==> src/rtl/issue_execute_fifo.sv <==
// FIFO between the issue stage and one execute unit, with first-word-fall-through head and flush.
// Define ISSUE_EXECUTE_FIFO_ERR_EN to add a sticky protocol-error output (err).
module issue_execute_fifo #(
  parameter int unsigned DEPTH  = 4,
  parameter int unsigned CNT_W  = $clog2(DEPTH) + 1,
  // Width of issue_execute_pack_t at the point of integration.
  parameter int unsigned DATA_W = 64
) (
  input  logic              clk,
  input  logic              rst,
  input  logic [DATA_W-1:0] data_in,
  input  logic              push,
  output logic              full,
  output logic [CNT_W-1:0]  count,
  output logic [DATA_W-1:0] data_out,
  output logic              data_out_valid,
  input  logic              pop,
  input  logic              flush
`ifdef ISSUE_EXECUTE_FIFO_ERR_EN
  ,
  output logic              err
`endif
);

  localparam int unsigned AddrW = $clog2(DEPTH);
  localparam int unsigned PtrW  = AddrW + 1;

  logic [PtrW-1:0]   rptr_q, rptr_d;
  logic [PtrW-1:0]   wptr_q, wptr_d;
  logic [PtrW-1:0]   ptr_diff;
  logic [DATA_W-1:0] mem_q [DEPTH];
  logic              empty;
  logic              push_acc;
  logic              pop_acc;

  // Top pointer bit is the wrap flag: equal low bits with differing wrap bits means full.
  assign empty    = (rptr_q == wptr_q);
  assign full     = (rptr_q[AddrW-1:0] == wptr_q[AddrW-1:0]) && (rptr_q[AddrW] != wptr_q[AddrW]);
  assign ptr_diff = wptr_q - rptr_q;
  assign count    = CNT_W'(ptr_diff);

  assign data_out       = mem_q[rptr_q[AddrW-1:0]];
  assign data_out_valid = !empty;

  assign push_acc = push && !full && !flush;
  assign pop_acc  = pop && !empty && !flush;

  always_comb begin
    rptr_d = rptr_q;
    wptr_d = wptr_q;
    if (flush) begin
      rptr_d = '0;
      wptr_d = '0;
    end else begin
      if (push_acc) wptr_d = wptr_q + 1'b1;
      if (pop_acc)  rptr_d = rptr_q + 1'b1;
    end
  end

  always_ff @(posedge clk or negedge rst) begin
    if (!rst) begin
      rptr_q <= '0;
      wptr_q <= '0;
    end else begin
      rptr_q <= rptr_d;
      wptr_q <= wptr_d;
    end
  end

  // Storage is deliberately left out of reset.
  always_ff @(posedge clk) begin
    if (push_acc) mem_q[wptr_q[AddrW-1:0]] <= data_in;
  end

`ifdef ISSUE_EXECUTE_FIFO_ERR_EN
  logic err_q, err_d;

  always_comb begin
    err_d = err_q;
    if (!flush && ((push && full) || (pop && empty))) err_d = 1'b1;
  end

  always_ff @(posedge clk or negedge rst) begin
    if (!rst) err_q <= 1'b0;
    else      err_q <= err_d;
  end

  assign err = err_q;
`endif

endmodule

==> config.mk <==
export PLATFORM = sky130hd
export DESIGN_NAME = issue_execute_fifo
export DESIGN_NICKNAME = d
export VERILOG_FILES = /design/src/rtl/issue_execute_fifo.sv
export SDC_FILE = /design/constraint.sdc
export NUM_CORES = 1
export LEC_CHECK = 0
export ABC_AREA = 1
export CAP_MARGIN = 20
export CORE_UTILIZATION = 54
export CTS_CLUSTER_DIAMETER = 100
export DETAILED_ROUTE_END_ITERATION = 8
export PLACE_DENSITY = 0.79
export SYNTH_ARGS = -nofsm -noshare
export SYNTH_HDL_FRONTEND = slang
export SYNTH_SLANG_ARGS = --single-unit
==> constraint.sdc <==
create_clock -name clk -period 5.09 [get_ports clk]
set_input_delay 0.7635 -clock clk [delete_from_list [all_inputs] [get_ports clk]]
set_output_delay 0.7635 -clock clk [all_outputs]
set_load 0.01 [all_outputs]
==> flow_summary.yaml <==
outcome:
  status: "finished clean"
critical_path:
  cp.buffers_inverters: 3
  start_kind: "register"
  worstPathRequired_ns: 4.33
  cp.arrival_ns: 3.37
  crit_slowest_cell: "dfrtp_4"
  cp_max_fo: 75
  crit_family: "buffers and inverters"
  slowest_delay_ns: 0.76
  crit_path_cell_trace: "inv_4 -> buf_4 -> o21ai_0 -> o22ai_1 -> clkdlybuf4s50_1"
  end_kind: "primary output"
  critical_path_class: "reg2out"
job:
  max_cap_viol_count: 0
placement:
  hpwl_mm: 11.8
  gp_congestion: 0.815
  place_ws_ns: 1.50
  dpl_cell_area_sq_um: 11500
  placed_cells: 1021
  io_buffers: 137
pwr:
  power.total_mw: 5.07
  leakage_nw: 4.15
  p_per_area_nw_per_um2: 412
  vdd_ir_drop_max_uv: 272
cells_and_area:
  fin_util: 0.683
  n_antenna_cell: 0
  fin_cells: 1063
  final_cell_mix: "256 x edfxtp_1, 137 x clkdlybuf4s50_1, 130 x nor2_1"
  fillers: 1189
  drive_gt1_frac: 0.0635
  nNetsFinal: 897
  fin_area_sq_um: 12300
  seq_area_sq_um: 7840
  multi_input_area_sq_um: 1840
  syn_to_final_growth_pct: 23.2
  final_common_cell: "edfxtp_1"
clocking:
  holdBufCountCts: 0
  cts_setup_buffers: 0
  clockBufferDepth: 3
  cts_inserted_buffers: 26
  cts_resized: 0
  htree_levels: 1
  cts.sinks: 262
  path_clk_slew_ns: 0.07
  cts_tree: "done"
  clock_latency_ns: 0.50
  cts-root-buf: "clkbuf_16"
floorplan:
  fp.dieW_um: 138
  coreArea_sq_um: 18000
  die_area_sq_um: 19100
  io_pins: 138
  initial_core_util: 0.555
  rows: 49
  die-height_um: 138
routing:
  ant_nets: 0
  drt_iter0_markers: 416
  remaining_drc_errors: 0
  via_per_inst: 5.77
  firstDrtPassIters: 6
  wl_per_cell_um: 19.5
  routed_wl_mm: 20.8
  dr_total_vias: 6138
synth:
  ys_types: 20
  yosys_warnings: 0
  synth_fp_nets: 766
  synthCells: 689
  synth-seq-area-share: 0.784
  syn-mean-instance-area_sq_um: 14.5
  synth.cell_area_sq_um: 10000
  ys_ff_latch: 262
global_route:
  grt_pass1_vias: 6126
  grt_pass1_wl_mm: 32.3
  groute.usage.overall: 0.215
  grt_max_degree: 76
  antenna_found_initial: 0
  overflow: 0
timing:
  final_hold_viol_count: 0
  worst_slew_pin_slew_ns: 0.876
  timing.hold.ws_ns: 0.508
  min_period_ns: 4.14
  skew_ns: 0.0123
  finalSetupTns_ns: 0
  worst_slack_ns: 0.953
  period_share: 0.813
  final-setup-viol-count: 0
  grt_setup_unrepaired: "no"
  max_slew_margin: 0.415
  maxSlewViolCount: 0
  fmax_mhz: 242
hold_path:
  hp-class: "in2async"
kinds of logic (layout without fill, tap and decap cells):
family / Yosys count / after routing / synth area share
AOI/OAI and AO/OA: 192 / 192 / 0.104
xor gates and xnor gates: 1 / 1 / 0.000876
adders and majority gates: 8 / 8 / 0.0108
buffers and inverters: 59 / 204 / 0.0350
DFF: 262 / 262 / 0.784
and+or+nand+nor: 167 / 167 / 0.0653
sequential cells by signal (all words and copies together) (netlist names):
| register | cells |
|---|---|
| mem_q | 256 |
| rptr_q | 3 |
| wptr_q | 3 |
layout make-up:
type	instances	area share
sequential	262	0.637
clock buffer	32	0.0564
inverter	16	0.00508
clock inverter	10	0.00803
tap	229	0.0233
timing repair buffer	146	0.121
multi-input combinational	368	0.149
worst paths after layout:
check	start	endpoint	slack [ns]	cells after the start
min in group clk	wptr_q[2]	wptr_q[2]	0.61	2
max in group asynchronous	rst	rptr_q[0]	4.32	1
setup / recovery	rptr_q[0]	data_out[10]	0.95	5
setup reg to reg	rptr_q[0]	mem_q[0][60]	1.63	7
hold / removal	rst	rptr_q[2]	0.51	1
hold reg to reg	wptr_q[2]	wptr_q[2]	0.61	2
where the power goes:
| part | switching, mW | total (mW) | internal, mW | leakage (nW) |
|---|---|---|---|---|
| Sequential | 0.0477 | 2.48 | 2.43 | 2.40 |
| Clock | 0.721 | 1.78 | 1.06 | 0.387 |
| Combinational | 0.437 | 0.818 | 0.381 | 1.35 |
worst register-to-register path, cell delays in order (launching register included):
cell and delay [ns]:
dfrtp_4 0.92, ha_1 0.39, nand2_1 0.08, inv_2 0.04
nand3_1 0.19, nand3_1 0.36, nor2_4 0.79, buf_12 0.37
routing by layer:
metal | track usage | share of wire | vias to the layer above
li1 | - | - | 2834
met1 | 0.294 | 0.42 | 3038
met2 | 0.358 | 0.50 | 242
met3 | 0.0384 | 0.067 | 24
met4 | 0.0596 | 0.011 | 0
met5 | 0 | 0 | -
cells in the mapped netlist (all sizes together):
library cell / instances / area, sq um
buf: 28 / 231
clkbuf: 15 / 56.3
dfrtp: 6 / 150
edfxtp: 256 / 7690
fa: 1 / 20.0
ha: 7 / 87.6
inv: 16 / 62.6
nand2: 18 / 67.6
nand3: 9 / 45.0
nand4: 6 / 37.5
nor2: 134 / 503
o21ai: 128 / 641
o22ai: 64 / 400
xor2: 1 / 8.76
(Power assumes the default switching activity.)
